===== src/rtl/pack_4x8_to_32_pkg.sv =====
`default_nettype none
// ============================================================================
// Module      : pack_4x8_to_32_pkg
// Description : Byte-index type and word helpers shared by the 4x8->32 packer
//               and the 32->4x8 serializer.
// Revision    : 1.0 - initial release
// ============================================================================
package pack_4x8_to_32_pkg;

    localparam int c_BYTE_W = 8;
    localparam int c_WORD_W = 32;
    localparam int c_ACC_W  = 24;

    typedef enum logic [1:0] {
        B0 = 2'd0,
        B1 = 2'd1,
        B2 = 2'd2,
        B3 = 2'd3
    } byte_idx_t;

    // acc holds byte 0 in [7:0], byte 1 in [15:8], byte 2 in [23:16].
    function automatic logic [c_WORD_W-1:0] assemble_word(
        input logic [c_ACC_W-1:0]  acc,
        input logic [c_BYTE_W-1:0] last,
        input logic                lsb_first
    );
        if (lsb_first) begin
            return {last, acc};
        end
        return {acc[7:0], acc[15:8], acc[23:16], last};
    endfunction

endpackage
`default_nettype wire


===== src/rtl/pack_4x8_to_32_if.sv =====
`default_nettype none
// ============================================================================
// Module      : pack_4x8_to_32_if
// Description : Byte-in / word-out handshake bundle for the 4x8->32 packer.
// Revision    : 1.0 - initial release
// ============================================================================
interface pack_4x8_to_32_if;
    import pack_4x8_to_32_pkg::*;

    logic                in_valid;
    logic [c_BYTE_W-1:0] indata;
    logic                in_sync;
    logic                in_ready;
    logic                out_valid;
    logic [c_WORD_W-1:0] outdata;
    logic                out_ready;
    logic                sync_err;

    modport master (
        output in_valid, indata, in_sync, out_ready,
        input  in_ready, out_valid, outdata, sync_err
    );

    modport slave (
        input  in_valid, indata, in_sync, out_ready,
        output in_ready, out_valid, outdata, sync_err
    );

endinterface
`default_nettype wire


===== src/rtl/pack_4x8_to_32.sv =====
`default_nettype none
// ============================================================================
// Module      : pack_4x8_to_32
// Description : Packs a synchronised byte stream into 32-bit words with a
//               single registered output stage and valid/ready handshakes.
// Revision    : 1.0 - initial release
// ============================================================================
module pack_4x8_to_32
    import pack_4x8_to_32_pkg::*;
#(
    parameter int LSB_FIRST = 1
) (
    input  logic             clock,
    input  logic             reset,
    pack_4x8_to_32_if.slave  bus
);

    byte_idx_t             r_state;
    byte_idx_t             w_state_nxt;
    byte_idx_t             w_slot;
    logic [c_ACC_W-1:0]    r_acc;
    logic [c_WORD_W-1:0]   r_outdata;
    logic                  r_out_valid;
    logic                  r_sync_err;
    logic                  w_ready;
    logic                  w_accept;
    logic                  w_acc_we;
    logic                  w_load;
    logic                  w_err;

    always_ff @(posedge clock or negedge reset) begin
        if (!reset) begin
            r_state <= B0;
        end else begin
            r_state <= w_state_nxt;
        end
    end

    // Only byte 3 can stall: it needs the output register to be free or draining.
    always_comb begin
        w_state_nxt = r_state;
        w_ready     = 1'b1;
        w_slot      = r_state;
        w_acc_we    = 1'b0;
        w_load      = 1'b0;
        w_err       = 1'b0;

        if (r_state == B3) begin
            w_ready = !r_out_valid || bus.out_ready;
        end
        w_accept = bus.in_valid && w_ready;

        if (w_accept) begin
            if (bus.in_sync) begin
                w_state_nxt = B1;
                w_slot      = B0;
                w_acc_we    = 1'b1;
                w_err       = (r_state != B0);
            end else begin
                case (r_state)
                    B0: begin
                        w_state_nxt = B1;
                        w_acc_we    = 1'b1;
                    end
                    B1: begin
                        w_state_nxt = B2;
                        w_acc_we    = 1'b1;
                    end
                    B2: begin
                        w_state_nxt = B3;
                        w_acc_we    = 1'b1;
                    end
                    default: begin
                        w_state_nxt = B0;
                        w_load      = 1'b1;
                    end
                endcase
            end
        end
    end

    always_ff @(posedge clock or negedge reset) begin
        if (!reset) begin
            r_acc       <= '0;
            r_outdata   <= '0;
            r_out_valid <= 1'b0;
            r_sync_err  <= 1'b0;
        end else begin
            r_sync_err <= w_err;

            if (w_acc_we) begin
                case (w_slot)
                    B0:      r_acc[7:0]   <= bus.indata;
                    B1:      r_acc[15:8]  <= bus.indata;
                    B2:      r_acc[23:16] <= bus.indata;
                    default: ;
                endcase
            end

            // A load in the same cycle as a drain keeps out_valid high.
            if (w_load) begin
                r_outdata   <= assemble_word(r_acc, bus.indata, LSB_FIRST != 0);
                r_out_valid <= 1'b1;
            end else if (r_out_valid && bus.out_ready) begin
                r_out_valid <= 1'b0;
            end
        end
    end

    assign bus.in_ready  = w_ready;
    assign bus.out_valid = r_out_valid;
    assign bus.outdata   = r_outdata;
    assign bus.sync_err  = r_sync_err;

endmodule
`default_nettype wire


===== src/flat_wrapper.sv =====
// flat-port wrapper written by rule: the top's interface ports become plain ports
module pack_4x8_to_32_flat import pack_4x8_to_32_pkg::*;
#(
    parameter int LSB_FIRST = 1
)
  (clock, reset, bus_in_valid, bus_indata, bus_in_sync, bus_out_ready, bus_in_ready, bus_out_valid, bus_outdata, bus_sync_err);
  pack_4x8_to_32_if bus_i ();
  input  logic clock;
  input  logic reset;
  input wire logic [$bits(bus_i.in_valid)-1:0] bus_in_valid;
  input wire logic [$bits(bus_i.indata)-1:0] bus_indata;
  input wire logic [$bits(bus_i.in_sync)-1:0] bus_in_sync;
  input wire logic [$bits(bus_i.out_ready)-1:0] bus_out_ready;
  output wire logic [$bits(bus_i.in_ready)-1:0] bus_in_ready;
  output wire logic [$bits(bus_i.out_valid)-1:0] bus_out_valid;
  output wire logic [$bits(bus_i.outdata)-1:0] bus_outdata;
  output wire logic [$bits(bus_i.sync_err)-1:0] bus_sync_err;
  assign bus_i.in_valid = bus_in_valid;
  assign bus_i.indata = bus_indata;
  assign bus_i.in_sync = bus_in_sync;
  assign bus_i.out_ready = bus_out_ready;
  assign bus_in_ready = bus_i.in_ready;
  assign bus_out_valid = bus_i.out_valid;
  assign bus_outdata = bus_i.outdata;
  assign bus_sync_err = bus_i.sync_err;
  pack_4x8_to_32 #(.LSB_FIRST(LSB_FIRST)) u_core (.clock(clock), .reset(reset), .bus(bus_i));
endmodule

===== config.mk =====
export PLATFORM = sky130hd
export DESIGN_NAME = pack_4x8_to_32_flat
export DESIGN_NICKNAME = d
export VERILOG_FILES = /design/src/rtl/pack_4x8_to_32_pkg.sv /design/src/rtl/pack_4x8_to_32_if.sv /design/src/rtl/pack_4x8_to_32.sv /design/src/flat_wrapper.sv
export SDC_FILE = /design/constraint.sdc
export NUM_CORES = 1
export LEC_CHECK = 0
export CORE_ASPECT_RATIO = 1.1
export CORE_MARGIN = 4
export CORE_UTILIZATION = 30
export DETAILED_ROUTE_END_ITERATION = 12
export GPL_TIMING_DRIVEN = 0
export SYNTH_ARGS = -nofsm -noshare
export SYNTH_HDL_FRONTEND = slang
export SYNTH_SLANG_ARGS = --single-unit

===== constraint.sdc =====
create_clock -name clock -period 2.6 [get_ports clock]
set_input_delay 0.52 -clock clock [delete_from_list [all_inputs] [get_ports clock]]
set_output_delay 0.52 -clock clock [all_outputs]
set_load 0.005 [all_outputs]

=== Word level (Yosys, flattened, before mapping) ===
Cells that the tools add are included.

* Bits of input ports: 13
* Word-level logic and storage cells: 41
* Register bits after elaboration: 60
* Output and inout bits: 35

* Equality and inequality tests: 5
* Mux-type cells: 17
* Reduce and logical (&&, ||, !) cells: 12

{| class="wikitable"
|+ Operators by type and width
! kind !! count
|-
| 32-bit two-way mux || 1
|-
| 1-bit two-way mux || 12
|-
| 2-bit == test (second input constant) || 3
|-
| 2-bit two-way mux || 3
|-
| 2-bit one-hot mux with 3 select lines || 1
|-
| 2-bit AND reduction || 3
|-
| 2-bit by 1-bit == test with 1-bit output (second input constant) || 2
|-
| 2-bit logical NOT || 2
|-
| 2-bit nonzero test || 2
|-
| 3-bit OR reduction || 1
|-
| 1-bit logical AND || 2
|-
| 1-bit logical NOT || 1
|-
| 1-bit logical OR || 1
|}

=== Depth between registers and ports, before layout ===
* Word-level depth: 7
* Gate-level depth with buffers: 6
* Gate-level depth less buffers: 4

=== Least setup slack after synthesis ===
OpenSTA, ideal clock, no wires.

* Kind: reg-to-reg
* From: register u_core.r_state[0]
* To: register u_core.r_outdata[10], in the netlist u_core.bus.outdata[10]
* Buffers on the path: 2
* Stages on the path, launching flop included: 7
* Setup time: 125 ps
* Data arrival time: 1,541 ps
* Clock period less this slack: 1,666 ps
* Data required time: 2,475 ps
* Path slack: 934 ps
* Path through: dfrtp_1 > ha_1 > nand3b_4 > and4b_1 > buf_6 > buf_12 > mux2_4

* Elaborated cells between the ends (all ways): 10
* Those cells by class: eq/ne: 3; mux: 4; reduce/logical: 3

{| class="wikitable"
|+ RTL lines
! what !! line !! source
|-
| start: declaration || pack_4x8_to_32.sv:18 || <nowiki>byte_idx_t r_state;</nowiki>
|-
| start signal: assignment || pack_4x8_to_32.sv:35 || <nowiki>r_state <= w_state_nxt;</nowiki>
|-
| 2-bit == test || pack_4x8_to_32.sv:48 || <nowiki>if (r_state == B3) begin</nowiki>
|-
| 1-bit two-way mux || pack_4x8_to_32.sv:48 ||
|-
| via bus_in_ready || flat_wrapper.sv:14 || <nowiki>output wire logic [$bits(bus_i.in_ready)-1:0] bus_in_ready;</nowiki>
|-
| 1-bit logical AND || pack_4x8_to_32.sv:51 || <nowiki>w_accept = bus.in_valid && w_ready;</nowiki>
|-
| 1-bit two-way mux || pack_4x8_to_32.sv:53 || <nowiki>if (w_accept) begin</nowiki>
|-
| end signal: assignment || pack_4x8_to_32.sv:102 || <nowiki>r_outdata <= assemble_word(r_acc, bus.indata, LSB_FIRST != 0);</nowiki>
|-
| end: declaration || pack_4x8_to_32.sv:22 || <nowiki>logic [c_WORD_W-1:0] r_outdata;</nowiki>
|}

The timed path passes the listed nets, and every way through them passes these cells.
A chain may end at the register's enable or synchronous reset.

=== Worst setup path after layout ===
* From: input bus_out_ready
* To: output bus_in_ready

* Longest elaborated chain between the ends: 2

{| class="wikitable"
|+ Ends and longest elaborated chain
! what !! line !! source
|-
| start: declaration || flat_wrapper.sv:13 || <nowiki>input wire logic [$bits(bus_i.out_ready)-1:0] bus_out_ready;</nowiki>
|-
| 1-bit logical OR || pack_4x8_to_32.sv:49 || <nowiki>w_ready = !r_out_valid || bus.out_ready;</nowiki>
|-
| 1-bit two-way mux || pack_4x8_to_32.sv:48 ||
|-
| end: declaration || flat_wrapper.sv:14 ||
|}

Every way passes these cells.

==> results.cfg <==
[sta]
setup_ws_ns = 0.3847
fmax_mhz = 451.4
worst_slew_pin_slew_ns = 0.6010
hold_viol = 0
timing.final.crit_period_ns = 2.215
clock_skew_ns = 0.007362
final-setup-viol-count = 0
fin_crit_sh = 0.8521
tns_ns = 0
slew_headroom = 0.5993
slew_violations = 0
rsz0062_at_grt = no

[synthesis]
yosysWarnings = 0
synth_most_common_cell = dfrtp_1
ys_seq_elements = 60
synth-main-ff-cell = dfrtp_1
async_reset_ff_frac = 1.000
synth.distinct_cells = 18
syn_area_um2 = 2510
synth_edf_count = 0
synth_area_per_cell_um2 = 17.80
netlist_top_cells_count = dfrtp_1 (60), mux2_4 (29), mux2_2 (27)
yosys-top-cells-area = dfrtp_1 (60%), mux2_4 (17%), mux2_2 (12%), buf_12 (2.4%), ha_1 (2.0%)
synth_top_area_frac = 0.5982
ys_seq_area_frac = 0.5982
synth.largest_area_cell = dfrtp_1
synth_nets = 158
synthCells = 141

[floorplan]
dieWidth_um = 95.21
die_area_um2 = 9895
ios = 48
core_um2 = 8040
fp-row-count = 34
start_util = 0.3122
die_y_um = 103.9

[critical_path]
required_ns = 2.08
crit_top_cell = clkdlybuf4s50_1
cp_cell_sequence = clkdlybuf4s50_1 -> nand3b_4 -> clkdlybuf4s50_1
cp_max_fo = 6
start_kind = primary input
cpPeakStageDelay_ns = 0.52
crit_path_end_kind = output pin
cp_slowest_cell = clkdlybuf4s50_1
critPathArrivalTime_ns = 1.70
ff2ff_setup_slack_ns = 0.79
crit_type = primary input to output pin

[power]
seq_power_share = 0.419
vdd_drop_max_uv = 263.4
power_density_nw_per_um2 = 1132
p_sw_frac = 0.2514
leakage_nw = 1.504
netSwitchingPower_mw = 0.9527
combPwrFrac = 0.339
clockPowerShare = 0.242
p_int_mw = 2.837

[routing]
wl_met2_um = 2159
top_layer = met4
dr.pass1.iters = 3
ant_nets = 0
wl_per_cell_um = 15.13
vias = 1330
detail_route.vias_per_cell = 4.249
drc_errors = 0
wl_met3_um = 283
drt-initial-drc-count = 24
wirelength_um = 4735
wl_met1_um = 2145

[grt]
grtUsageTotal = 0.1061
overflow = 0
grt_pass1_wl_um = 7776
grt_pass1_vias = 1424
grt_max_degree = 36
antenna_found_initial = 0

[clock_tree]
cts_setup_buffers = 0
cts_buffer_depth = 2
ctsResizeCount = 0
clkTransAtPathRegs_ns = 0.07
clock-root-buffer = clkbuf_8
cts_tree = built
h-tree-depth = 3
clkSinkCount = 60
clock_latency_ns = 0.34
ctsHoldBuffers = 0
cts_buffers = 9

[place]
placed_cells = 297
placed_area_um2 = 3131
dp_hpwl_um = 3161
dp_slack_ns = 0.3628
gp_congestion = 0.6688
port_buffers = 47

[run_status]
outcome = complete, no violations

[cells_and_area]
fin_nets = 217
fin_cells = 313
drive_gt1_frac = 0.4049
num-fill-cells = 749
diodes = 0
fin_area_um2 = 3347
areaGrowthSynthToFinish_pct = 33.35

[min_path]
min_path_type = primary input to asynchronous set/reset pin

[flow_run]
maxCapViolCount = 0
[flip-flops by register name (all words and copies together), names as in the netlist]
signal,cells
u_core.bus.sync_err,1
u_core.bus.outdata,32
u_core.r_state,2
u_core.r_acc,24
u_core.bus.out_valid,1
[stage by stage]
| step | total power [mW] | hold slack, ns | util |
|---|---|---|---|
| finish | 3.789 | 0.1855 | 0.4163 |
| global route | 4.016 | 0.2203 | 0.4163 |
| CTS | 3.845 | 0.1918 | 0.4163 |
| detailed placement | 2.906 | 0.4865 | 0.3894 |
| global placement | 2.882 | 0.4828 | 0.3875 |
| floorplan | 2.256 | 0.2244 | - |
[power by group through the flow]
stage               Sequential [mW]  Clock, mW  Combinational (mW)
detailed placement             1.61          0                1.30
floorplan                      1.58          0               0.679
global route                   1.65      0.984                1.38
finish                         1.59      0.917                1.28
global placement               1.60          0                1.28
CTS                            1.60      0.939                1.31
[final cells by class]
| cell class | count | area [µm²] | share of cell area |
|---|---|---|---|
| Timing Repair Buffer | 48 | 485.5 | 0.1450 |
| Sequential cell | 60 | 1501 | 0.4486 |
| Clock inverter | 5 | 75.07 | 0.02243 |
| Inverter | 3 | 11.26 | 0.003364 |
| Clock buffer | 11 | 141.4 | 0.04224 |
| Tap cell | 108 | 135.1 | 0.04037 |
| Multi-Input combinational cell | 74 | 925.9 | 0.2766 |
| Buffer | 4 | 71.32 | 0.02131 |
[routing by layer]
metal,track usage,up-vias
met4,0.06804,0
met5,0,-
met3,0.03329,14
met1,0.1378,663
met2,0.1501,36
li1,-,617
[cell usage in the layout (no fill, tap or decap), types with 2 or more instances in the layout]
cell / count
dfrtp_1: 60
clkdlybuf4s50_1: 46
mux2_4: 29
mux2_2: 27
clkbuf_8: 10
buf_12: 4
ha_1: 4
inv_1: 3
clkinv_2: 3
nand4_2: 2
nor3_1: 2
mux2i_1: 2
bufinv_16: 2
[kinds of logic (layout without fill, tap and decap cells)]
kind of cell / after synthesis / count (layout) / share of synthesized area
flops: 60 / 60 / 0.5982
mux: 58 / 58 / 0.3026
simple gates: 10 / 10 / 0.03789
buf+inv: 7 / 71 / 0.03290
fa+ha+maj: 4 / 4 / 0.01994
compound gates: 2 / 2 / 0.008474
[critical path: cells and delay by family]
family,cells,cell delay [ns]
buf+inv,2,1.00
simple gates,1,0.18
[final timing paths]
check	depth (start not counted)	to	startpoint
max in group asynchronous	2	u_core.bus.outdata[0]	reset
min in group clock	1	u_core.bus.outdata[16]	u_core.r_acc[16]
min reg2reg	1	u_core.bus.outdata[16]	u_core.r_acc[16]
max reg2reg	4	u_core.r_acc[14]	u_core.r_state[1]
min	1	u_core.bus.outdata[21]	reset
max	3	bus_in_ready	bus_out_ready
No activity file was read; power rests on OpenSTA's default activity.
